[config.mk]
export PLATFORM = sky130hd
export DESIGN_NAME = fht_io_buffer_flat
export DESIGN_NICKNAME = d
export VERILOG_FILES = /design/src/rtl/fht_pkg.sv /design/src/rtl/fht_io_buffer_if.sv /design/src/rtl/fht_skid_buf.sv /design/src/rtl/fht_io_buffer.sv /design/src/flat_wrapper.sv
export SDC_FILE = /design/constraint.sdc
export NUM_CORES = 1
export LEC_CHECK = 0
export BUFFER_PORTS_ARGS = -buffer_cell sky130_fd_sc_hd__buf_4
export CAP_MARGIN = 30
export CORE_ASPECT_RATIO = 0.6
export CORE_MARGIN = 2
export CORE_UTILIZATION = 40
export DETAILED_ROUTE_END_ITERATION = 12
export GPL_TIMING_DRIVEN = 0
export PLACE_DENSITY = 0.69
export RECOVER_POWER = 50
export SLEW_MARGIN = 20
export SYNTH_ARGS = -nofsm -noshare
export SYNTH_HDL_FRONTEND = slang
export SYNTH_SLANG_ARGS = --single-unit
[constraint.sdc]
create_clock -name iCLK -period 3.1 [get_ports iCLK]
set_input_delay 0.465 -clock iCLK [delete_from_list [all_inputs] [get_ports iCLK]]
set_output_delay 0.465 -clock iCLK [all_outputs]
set_load 0.005 [all_outputs]
[src/rtl/fht_pkg.sv]
// ---------------------------------------------------------------------------
// fht_pkg
// Shared constants and helpers for the 1024-point FHT host loader/unloader.
//   N_POINT / N_BANK : transform length and number of RAM banks
//   A_BIT / D_BIT    : bank address width and sample width
//   IDX_BIT          : width of a linear sample index (N_POINT = 2^IDX_BIT)
//   LOAD..UNLOAD     : state encoding of the io buffer FSM
//   bit_rev10()      : 10-bit index bit reversal used for the load order
// ---------------------------------------------------------------------------
package fht_pkg;

    localparam int N_POINT = 1024;
    localparam int N_BANK  = 4;
    localparam int A_BIT   = 8;
    localparam int D_BIT   = 16;
    localparam int IDX_BIT = 10;

    localparam logic [2:0] LOAD      = 3'd0;
    localparam logic [2:0] START     = 3'd1;
    localparam logic [2:0] WAIT_BUSY = 3'd2;
    localparam logic [2:0] WAIT_DONE = 3'd3;
    localparam logic [2:0] UNLOAD    = 3'd4;

    function automatic logic [IDX_BIT-1:0] bit_rev10(input logic [IDX_BIT-1:0] v);
        logic [IDX_BIT-1:0] r;
        for (int i = 0; i < IDX_BIT; i++) begin
            r[i] = v[IDX_BIT-1-i];
        end
        return r;
    endfunction

endpackage

[src/rtl/fht_io_buffer_if.sv]
// ---------------------------------------------------------------------------
// fht_io_buffer_if
// Sample stream interface of fht_io_buffer.
//   Handshake rule (both directions): a transfer happens on a rising clock
//   edge where valid and ready are both high; valid must not depend on ready.
//   iDATA_IN / iVALID_IN / oREADY_IN          : input sample stream
//   oDATA_OUT / oVALID_OUT / iREADY_OUT / oLAST_OUT : result stream
// Modports:
//   slave  : the io buffer (consumes samples, produces results)
//   master : the host side (produces samples, consumes results)
// ---------------------------------------------------------------------------
interface fht_io_buffer_if #(
    parameter int D_BIT = 16
);
    logic [D_BIT-1:0] iDATA_IN;
    logic             iVALID_IN;
    logic             oREADY_IN;
    logic [D_BIT-1:0] oDATA_OUT;
    logic             oVALID_OUT;
    logic             iREADY_OUT;
    logic             oLAST_OUT;

    modport slave (
        input  iDATA_IN, iVALID_IN, iREADY_OUT,
        output oREADY_IN, oDATA_OUT, oVALID_OUT, oLAST_OUT
    );

    modport master (
        output iDATA_IN, iVALID_IN, iREADY_OUT,
        input  oREADY_IN, oDATA_OUT, oVALID_OUT, oLAST_OUT
    );
endinterface

[src/rtl/fht_skid_buf.sv]
// ---------------------------------------------------------------------------
// fht_skid_buf
// Two-entry FIFO that decouples the fixed-latency bank reads from downstream
// backpressure.
//   i_clk, i_rst_n : clock, synchronous active-low reset
//   i_push, i_data : write one entry (caller guarantees a free slot)
//   o_valid, o_data, i_ready : head of queue with valid/ready pop
//   o_free         : number of empty slots (0..2)
// ---------------------------------------------------------------------------
module fht_skid_buf #(
    parameter int W = 17
) (
    input  logic         i_clk,
    input  logic         i_rst_n,
    input  logic         i_push,
    input  logic [W-1:0] i_data,
    output logic         o_valid,
    input  logic         i_ready,
    output logic [W-1:0] o_data,
    output logic [1:0]   o_free
);
    logic [W-1:0] r_mem [2];
    logic         r_wp;
    logic         r_rp;
    logic [1:0]   r_cnt;
    logic         w_push;
    logic         w_pop;

    assign w_pop   = o_valid & i_ready;
    // A push into a full buffer is dropped rather than corrupting the head.
    assign w_push  = i_push & (r_cnt != 2'd2);
    assign o_valid = (r_cnt != 2'd0);
    assign o_data  = r_mem[r_rp];
    assign o_free  = 2'd2 - r_cnt;

    always_ff @(posedge i_clk) begin
        if (!i_rst_n) begin
            r_wp  <= 1'b0;
            r_rp  <= 1'b0;
            r_cnt <= 2'd0;
        end else begin
            if (w_push) begin
                r_mem[r_wp] <= i_data;
                r_wp        <= ~r_wp;
            end
            if (w_pop) begin
                r_rp <= ~r_rp;
            end
            r_cnt <= r_cnt + {1'b0, w_push} - {1'b0, w_pop};
        end
    end
endmodule

[src/rtl/fht_io_buffer.sv]
// ---------------------------------------------------------------------------
// fht_io_buffer
// Host-side loader/unloader for the 1024-point FHT core. Loads a sample
// stream into four 256-word banks in bit-reversed order, starts the core,
// waits for it to finish, then streams the banks back in direct order.
//   iCLK, iRESET           : clock, synchronous active-low reset
//   io (slave)             : input sample stream and result stream
//   oWR_ADDR/oWR_DATA/oWE  : bank write port (oWE one-hot per bank)
//   oRD_ADDR, iRD_DATA_0..3: common read address, per-bank read data (1 cycle)
//   oSET                   : bank set select (0 load, RES_SET unload)
//   oBANK_OWN              : high while this block owns the bank ports
//   oSTART, iRDY           : start pulse to / ready from fht_control
//   oSTATE                 : current FSM state (debug)
// A_BIT is expected to stay 8: the index arithmetic is 10-bit (1024 points).
// ---------------------------------------------------------------------------
module fht_io_buffer #(
    parameter int   A_BIT   = 8,
    parameter int   D_BIT   = 16,
    parameter logic RES_SET = 1'b0
) (
    input  logic             iCLK,
    input  logic             iRESET,
    fht_io_buffer_if.slave   io,
    output logic [A_BIT-1:0] oWR_ADDR,
    output logic [D_BIT-1:0] oWR_DATA,
    output logic [3:0]       oWE,
    output logic [A_BIT-1:0] oRD_ADDR,
    input  logic [D_BIT-1:0] iRD_DATA_0,
    input  logic [D_BIT-1:0] iRD_DATA_1,
    input  logic [D_BIT-1:0] iRD_DATA_2,
    input  logic [D_BIT-1:0] iRD_DATA_3,
    output logic             oSET,
    output logic             oBANK_OWN,
    output logic             oSTART,
    input  logic             iRDY,
    output logic [2:0]       oSTATE
);
    import fht_pkg::*;

    logic [2:0]       r_state;
    logic [9:0]       r_k;        // load accept count
    logic [10:0]      r_j;        // unload issue count, 1024 = all issued
    logic             r_pend;     // a bank read is in flight
    logic [1:0]       r_bank_d;   // bank of the in-flight read
    logic             r_last_d;   // in-flight read is index 1023

    logic             w_in_hs;
    logic [9:0]       w_rev;
    logic             w_issue;
    logic             w_out_hs;
    logic             w_last_hs;
    logic [D_BIT-1:0] w_rd_sel;
    logic             w_skid_valid;
    logic [D_BIT:0]   w_skid_data;
    logic [1:0]       w_free;

    assign w_in_hs   = io.iVALID_IN & (r_state == LOAD);
    assign w_rev     = bit_rev10(r_k);
    assign w_out_hs  = w_skid_valid & io.iREADY_OUT;
    assign w_last_hs = w_out_hs & w_skid_data[D_BIT];

    // Issue only if the data landing next cycle will find a slot: the slots
    // free now plus one being popped now must exceed the read already in
    // flight. This keeps one read per cycle under continuous ready.
    assign w_issue = (r_state == UNLOAD) & ~r_j[10]
                   & (({1'b0, w_free} + {2'b00, w_out_hs}) > {2'b00, r_pend});

    always_comb begin
        w_rd_sel = iRD_DATA_0;
        case (r_bank_d)
            2'd0:    w_rd_sel = iRD_DATA_0;
            2'd1:    w_rd_sel = iRD_DATA_1;
            2'd2:    w_rd_sel = iRD_DATA_2;
            default: w_rd_sel = iRD_DATA_3;
        endcase
    end

    fht_skid_buf #(.W(D_BIT + 1)) u_skid (
        .i_clk   (iCLK),
        .i_rst_n (iRESET),
        .i_push  (r_pend),
        .i_data  ({r_last_d, w_rd_sel}),
        .o_valid (w_skid_valid),
        .i_ready (io.iREADY_OUT),
        .o_data  (w_skid_data),
        .o_free  (w_free)
    );

    always_ff @(posedge iCLK) begin
        if (!iRESET) begin
            r_state  <= LOAD;
            r_k      <= '0;
            r_j      <= '0;
            r_pend   <= 1'b0;
            r_bank_d <= '0;
            r_last_d <= 1'b0;
        end else begin
            r_pend <= w_issue;
            if (w_issue) begin
                r_bank_d <= r_j[1:0];
                r_last_d <= (r_j[9:0] == 10'd1023);
                r_j      <= r_j + 11'd1;
            end
            case (r_state)
                LOAD: begin
                    if (w_in_hs) begin
                        r_k <= r_k + 10'd1;
                        if (r_k == 10'd1023) r_state <= START;
                    end
                end
                START:     r_state <= WAIT_BUSY;
                WAIT_BUSY: if (!iRDY) r_state <= WAIT_DONE;
                WAIT_DONE: if (iRDY)  r_state <= UNLOAD;
                UNLOAD: begin
                    if (w_last_hs) begin
                        r_state <= LOAD;
                        r_k     <= '0;
                        r_j     <= '0;
                    end
                end
                default: r_state <= LOAD;
            endcase
        end
    end

    assign io.oREADY_IN  = (r_state == LOAD);
    assign io.oDATA_OUT  = w_skid_data[D_BIT-1:0];
    assign io.oVALID_OUT = w_skid_valid;
    assign io.oLAST_OUT  = w_skid_valid & w_skid_data[D_BIT];

    assign oWE       = w_in_hs ? (4'b0001 << w_rev[1:0]) : 4'b0000;
    assign oWR_ADDR  = w_rev[9:2];
    assign oWR_DATA  = io.iDATA_IN;
    assign oRD_ADDR  = r_j[9:2];
    assign oSET      = (r_state == UNLOAD) ? RES_SET : 1'b0;
    assign oBANK_OWN = ~((r_state == START) | (r_state == WAIT_BUSY) | (r_state == WAIT_DONE));
    assign oSTART    = (r_state == START);
    assign oSTATE    = r_state;
endmodule

[src/flat_wrapper.sv]
// flat-port wrapper written by rule: the top's interface ports become plain ports
module fht_io_buffer_flat import fht_pkg::*;
#(
    parameter int   A_BIT   = 8,
    parameter int   D_BIT   = 16,
    parameter logic RES_SET = 1'b0
)
  (iCLK, iRESET, oWR_ADDR, oWR_DATA, oWE, oRD_ADDR, iRD_DATA_0, iRD_DATA_1, iRD_DATA_2, iRD_DATA_3, oSET, oBANK_OWN, oSTART, iRDY, oSTATE, io_iDATA_IN, io_iVALID_IN, io_iREADY_OUT, io_oREADY_IN, io_oDATA_OUT, io_oVALID_OUT, io_oLAST_OUT);
  fht_io_buffer_if #(.D_BIT(D_BIT)) io_i ();
  input  logic iCLK;
  input  logic iRESET;
  output logic [A_BIT-1:0] oWR_ADDR;
  output logic [D_BIT-1:0] oWR_DATA;
  output logic [3:0] oWE;
  output logic [A_BIT-1:0] oRD_ADDR;
  input  logic [D_BIT-1:0] iRD_DATA_0;
  input  logic [D_BIT-1:0] iRD_DATA_1;
  input  logic [D_BIT-1:0] iRD_DATA_2;
  input  logic [D_BIT-1:0] iRD_DATA_3;
  output logic oSET;
  output logic oBANK_OWN;
  output logic oSTART;
  input  logic iRDY;
  output logic [2:0] oSTATE;
  input wire logic [$bits(io_i.iDATA_IN)-1:0] io_iDATA_IN;
  input wire logic [$bits(io_i.iVALID_IN)-1:0] io_iVALID_IN;
  input wire logic [$bits(io_i.iREADY_OUT)-1:0] io_iREADY_OUT;
  output wire logic [$bits(io_i.oREADY_IN)-1:0] io_oREADY_IN;
  output wire logic [$bits(io_i.oDATA_OUT)-1:0] io_oDATA_OUT;
  output wire logic [$bits(io_i.oVALID_OUT)-1:0] io_oVALID_OUT;
  output wire logic [$bits(io_i.oLAST_OUT)-1:0] io_oLAST_OUT;
  assign io_i.iDATA_IN = io_iDATA_IN;
  assign io_i.iVALID_IN = io_iVALID_IN;
  assign io_i.iREADY_OUT = io_iREADY_OUT;
  assign io_oREADY_IN = io_i.oREADY_IN;
  assign io_oDATA_OUT = io_i.oDATA_OUT;
  assign io_oVALID_OUT = io_i.oVALID_OUT;
  assign io_oLAST_OUT = io_i.oLAST_OUT;
  fht_io_buffer #(.A_BIT(A_BIT), .D_BIT(D_BIT), .RES_SET(RES_SET)) u_core (.iCLK(iCLK), .iRESET(iRESET), .io(io_i), .oWR_ADDR(oWR_ADDR), .oWR_DATA(oWR_DATA), .oWE(oWE), .oRD_ADDR(oRD_ADDR), .iRD_DATA_0(iRD_DATA_0), .iRD_DATA_1(iRD_DATA_1), .iRD_DATA_2(iRD_DATA_2), .iRD_DATA_3(iRD_DATA_3), .oSET(oSET), .oBANK_OWN(oBANK_OWN), .oSTART(oSTART), .iRDY(iRDY), .oSTATE(oSTATE));
endmodule
Word level (Yosys, flattened, before mapping)
Memory sizes are Yosys's and may differ from the RTL's. A register that Yosys moved wholly into a read port is not among the register bits.
Cells that the tools add are included.
- $add $sub $neg: 6
- $lt $le $gt $ge: 1
- eq/ne operators: 14
- shifts and indexed selects: 1
- muxes and demuxes: 19
- bitwise operators: 13
- reduce and logical (&&, ||, !) cells: 6
- operators with widths (kind ; count):
    case mux 16 bit (3 select lines) ; 1
    2-to-1 mux 11 bit ; 3
    equality test 10 bit (second input constant) ; 2
    2-to-1 mux 10 bit ; 2
    case mux 10 bit (2 select lines) ; 1
    2-to-1 mux 3 bit ; 5
    case mux 3 bit (5 select lines) ; 1
    adder 11 x 1 -> 11 bit (second input constant) ; 1
    adder 10 x 1 -> 10 bit (second input constant) ; 1
    bitwise AND 1 bit ; 7
    equality test 3 x 2 -> 1 bit (second input constant) ; 2
    != test 2 x 1 -> 1 bit (second input constant) ; 3
    != test 2 bit (second input constant) ; 3
    2-to-1 mux 1 bit ; 5
    AND reduction 5 bit ; 1
    2-to-1 mux 4 bit ; 1
    NOT 1 bit ; 4
    nonzero test 2 bit ; 2
    left shift 1 x 2 -> 4 bit (first input constant) ; 1
    adder 2 x 1 -> 3 bit ; 1
    equality test 3 x 1 -> 1 bit (second input constant) ; 1
    equality test 3 bit (second input constant) ; 1
    > comparator 3 x 1 -> 1 bit ; 1
    zero test 3 bit ; 1
    8 further kinds ; 9
- register bits: 32
- bits in writable memories: 34
- output and inout bits: 61
- logic and storage cells: 70
- memories kept: 1
- memory list (name ; depth ; width ; rd ports ; clocked after memory_dff ; write ports ; line ; source):
    u_core.u_skid.r_mem ; 2 ; 17 ; 1 ; 1 ; 1 ; fht_skid_buf.sv:22 ; logic [W-1:0] r_mem [2];

Logic depth before layout (Yosys ltp)
- depth after elaboration: 8
- depth in mapped cells: 12

By module
A second synthesis with hierarchy kept.
- cell total of the unflattened synthesis: 308
- area total of the unflattened synthesis: 3597.2 µm²
- by module, submodules not included (module ; instances ; cells an instance ; area an instance (µm²) ; sequential area each (µm²)):
    fht_io_buffer ; 1 ; 225 ; 2039.5 ; 560.5
    fht_skid_buf ; 1 ; 83 ; 1557.7 ; 1121.1

Worst setup path before layout
OpenSTA, ideal clock, no wires.
- kind: flip-flop to flip-flop
- start point: register u_core.u_skid.r_cnt[0]
- end point: register u_core.r_bank_d[1]
- library setup time: 128 ps
- data arrival time: 2412 ps
- required time: 2972 ps
- path slack: 560 ps
- stages on the path, launching flop included: 13
- path buffers: 2
- period minus slack after synthesis: 2540 ps
- cell sequence: dfxtp_1 inv_1 ha_1 nor2b_1 ha_1 inv_1 ha_1 or3b_2 nand3_2 buf_6 buf_2 mux2i_1 nor2_1
- cells in the longest elaborated chain, start to end: 5
- elaborated cells on any way between the ends: 6
- classes of those cells: 2 x add/sub; 1 x order compare; 2 x bitwise; 1 x reduce/logical
- RTL lines (item ; line ; source):
    start: declaration ; fht_skid_buf.sv:25 ; logic [1:0] r_cnt;
    start signal: assignment ; fht_skid_buf.sv:49 ; r_cnt <= r_cnt + {1'b0, w_push} - {1'b0, w_pop};
    nonzero test 2 bit ; fht_skid_buf.sv:32 ; assign o_valid = (r_cnt != 2'd0);
    bitwise AND 1 bit ; -- ;
    via u_core.u_skid.w_pop ; fht_skid_buf.sv:27 ; logic w_pop;
    adder 2 x 1 -> 3 bit ; fht_io_buffer.sv:66 ; & (({1'b0, w_free} + {2'b00, w_out_hs}) > {2'b00, r_pend});
    > comparator 3 x 1 -> 1 bit ; fht_io_buffer.sv:66 ;
    bitwise AND 1 bit ; fht_io_buffer.sv:66 ;
    end signal: assignment ; fht_io_buffer.sv:100 ; r_bank_d <= r_j[1:0];
    end: declaration ; fht_io_buffer.sv:44 ; logic [1:0] r_bank_d;
The timed path passes the listed nets, and every way through them passes these cells.
A chain may end at the register's enable or synchronous reset.

Worst setup path after layout
Ends and elaborated chain as after synthesis.

==> flow_summary.toml <==
[route]
wl_per_cell_um = 14.9
dr.pass1.iters = 4
drc = 0
drt_iter0_markers = 151
drtAntennaViolNets = 0
routed_via_density = 4.96
totalWireLength_um = 8270
vias = 2747

[finish]
regArea_um2 = 1680
drive_gt1_share_pct = 49.5
multiInputGateArea_um2 = 1450
final_nets = 532
n_antenna_cell = 0
final_area_um2 = 4880
n_fill_cell = 741
syn_to_final_growth_pct = 39.8
layout_commonest_cell = "buf_4"
mostFrequentLayoutCells = "buf_4, clkbuf_4, edfxtp_1, dfxtp_1, nor2_1"

[clock_tree]
cts_buffer_depth = 2
cts_hold_buf = 0
cts.sinks = 67
clkSlewWorstSetupHoldPaths_ns = 0.05
cts_tree = "done"
cts_made_buffers = 9
post_cts_resize_count = 0
clk_latency_ns = 0.32
cts_setup_buffers = 0
root_buffer = "clkbuf_16"
h-tree-depth = 3

[critical_path]
worst_r2r_endpoint = "u_core.r_bank_d[1]$_SDFFE_PN0N_"
criticalPathCategory = "reg -> reg"
required_ns = 3.28
r2r_setup_slack_ns = 0.27
worstPathMaxFanout = 10
crit_path_cell_trace = "inv_1 -> ha_1 -> nor2b_2 -> ha_1 -> ha_1 -> or3b_2 -> nand3_2 -> buf_6 -> buf_2 -> mux2i_1 -> nor2_1"
crit_top_cell = "ha_1"
critical_path_arrival_ns = 3.01
rr_worst_depth = 11
cp_num_buf_inv = 3
end_kind = "flop"
cp_slowest_stage_delay_ns = 0.47
path_delay_family = "simple AND/OR/NAND/NOR gates"
rr_startpoint = "u_core.u_skid.r_cnt[0]$_SDFF_PN0_"
cp_slowest_cell = "or3b_2"
worst_setup_path_start_kind = "flop"

[timing]
setup_ws_ns = 0.274
rsz0062_at_grt = "false"
fin_crit_ns = 2.83
fin_skew_ns = 0.00625
period_share_pct = 91.2
finalSetupViolCount = 0
slew_headroom_pct = 41.9
worstMarginPinSlew_ns = 0.871
hold_viol = 0
fmax_ghz = 0.354
hold-worst-slack_ns = 0.399
report.final.slew_viol_count = 0

[global_route]
grt_max_degree = 18
grt_usage_pct = 17.2
antenna_found_initial = 0
grt_pass1_vias = 2626
grt_overflow = 0
grt_pass1_wl_um = 12900

[synthesis]
synth.cell_area_um2 = 3490
syn_avg_cell_area_um2 = 11.8
ys_types = 42
synth_adder_area_share_pct = 3.58
synth_nets = 390
synth_compound_area_share_pct = 3.47
async_reset_ff_share_pct = 0
synthMuxAreaShare_pct = 16.6
synth_xor_area_share_pct = 3.51
synth_top_family_by_area = "multiplexers"
synth-seq-cells = 67
synthSimpleGateAreaFrac_pct = 14.1
synth_edf_count = 34
syn-instance-count = 295
synth-main-ff-cell = "edfxtp_1"
synth_warnings = 0
synth-seq-area-share_pct = 48.1

[placed_design]
placement.io_buffers = 128
gp_congestion = 0.844
dp_hpwl_um = 6350
dpl_cell_area_um2 = 4630
dp_slack_ns = 0.194

[power_and_ir_drop]
power.leakage_nw = 2.00
irDropWorstVdd_mv = 0.279
powerDensity_nw_per_um2 = 470

[floorplanning]
dieArea_um2 = 9520
die_h_um = 76.4
die_w_um = 125
start_util_pct = 41.1
rows = 26
ios = 146
core_region_area_um2 = 8490

[hold_path]
hp-start = "iRESET"
min_to = "u_core.u_skid.r_cnt[0]$_SDFF_PN0_"
hold_path.class = "in -> reg"
holdPathStages = 2

[flow_run]
maxCapViolCount = 0

[outcome]
outcome = "complete, no violations"
-- metal layers --
| layer | vias to the layer above | routed length, um | share of wire [%] | track usage [%] |
|---|---|---|---|---|
| li1 | 1321 | - | - | - |
| met5 | - | 0 | 0 | 0 |
| met3 | 7 | 605 | 7.3 | 5.48 |
| met4 | 0 | 78 | 0.94 | 5.28 |
| met1 | 1309 | 3860 | 47 | 23.1 |
| met2 | 110 | 3720 | 45 | 26.8 |
-- cell type report --
cell class	count	area share, %
multi-input cells	171	29.6
well taps	112	2.87
flip-flops and latches	67	34.4
plain buffers	45	6.35
clock inverters	3	0.307
repair buffers	131	20.1
inverters	12	0.922
clock buffers	13	5.33
-- Yosys cell counts (3+ instances only) --
cell type / count / area [um2]
edfxtp_1: 34 / 1020
buf_4: 33 / 248
dfxtp_1: 33 / 661
nor2_1: 26 / 97.6
mux2_2: 16 / 180
mux4_2: 16 / 360
a21oi_1: 13 / 65.1
nand2_1: 13 / 48.8
inv_1: 12 / 45.0
ha_1: 10 / 125
nand3_1: 10 / 50.1
xnor2_1: 9 / 78.8
nor3_1: 6 / 30.0
buf_2: 5 / 25.0
o31ai_1: 5 / 37.5
or4_1: 5 / 37.5
xor2_1: 5 / 43.8
mux2i_1: 4 / 40.0
nand4_1: 4 / 25.0
buf_6: 3 / 33.8
clkbuf_1: 3 / 11.3
nand2b_1: 3 / 18.8
or3_1: 3 / 18.8
-- worst reg2reg max path, cell delays in order, from the launching register on --
cell and delay, ns:
dfxtp_1 0.37, inv_1 0.08, ha_1 0.24, nor2b_2 0.26
ha_1 0.23, ha_1 0.23, or3b_2 0.47, nand3_2 0.13
buf_6 0.14, buf_2 0.24, mux2i_1 0.23, nor2_1 0.07
-- logic make-up after synthesis --
family | after synthesis
AOI/OAI and AO/OA | 21
xor gates and xnor gates | 14
adders and majority gates | 10
buffers and inverters | 57
DFF | 67
muxes | 36
other | 1
and+or+nand+nor | 89
-- report_power, final --
group	switching, mW	internal, mW
Sequential	0.0128	0.948
Combinational	0.167	0.244
Clock	0.344	0.579
-- flip-flops by register name, summed over array words and instances, names as in the netlist, named ones only --
signal,cells
u_core.u_skid.r_mem,34
u_core.oSTATE,3
u_core.u_skid.r_rp,1
u_core.r_k,10
u_core.r_j,11
u_core.r_bank_d,2
u_core.r_pend,1
u_core.u_skid.r_wp,1
u_core.u_skid.r_cnt,2
u_core.r_last_d,1
-- through the flow --
stage / power, mW / TNS (ns) / std cells / util, %
global placement: 1.39 / -4.53 / 535 / 54.1
detailed placement: 1.39 / 0 / 538 / 54.5
global route: 2.40 / 0 / 554 / 57.5
finish: 2.30 / 0 / 554 / 57.5
CTS: 2.33 / 0 / 554 / 57.7
floorplan: 1.19 / 0 / 295 / -
-- worst max-delay path by stage --
stage,to,slack (ns),start,depth (start not counted)
2_1_floorplan,u_core.r_bank_d[1]$_SDFFE_PN0N_,0.56,u_core.u_skid.r_cnt[0]$_SDFF_PN0_,12
3_3_place_gp,u_core.u_skid.r_mem[0][15]$_DFFE_PP_,-0.27,u_core.u_skid.r_cnt[0]$_SDFF_PN0_,5
3_5_place_dp,u_core.r_bank_d[1]$_SDFFE_PN0N_,0.19,u_core.u_skid.r_cnt[0]$_SDFF_PN0_,11
4_1_cts,u_core.r_bank_d[1]$_SDFFE_PN0N_,0.14,u_core.u_skid.r_cnt[0]$_SDFF_PN0_,11
5_1_grt,u_core.r_bank_d[1]$_SDFFE_PN0N_,0.07,u_core.u_skid.r_cnt[0]$_SDFF_PN0_,12
6_report,u_core.r_bank_d[1]$_SDFFE_PN0N_,0.27,u_core.u_skid.r_cnt[0]$_SDFF_PN0_,11
Note: power is estimated with default switching activity, not from simulation.
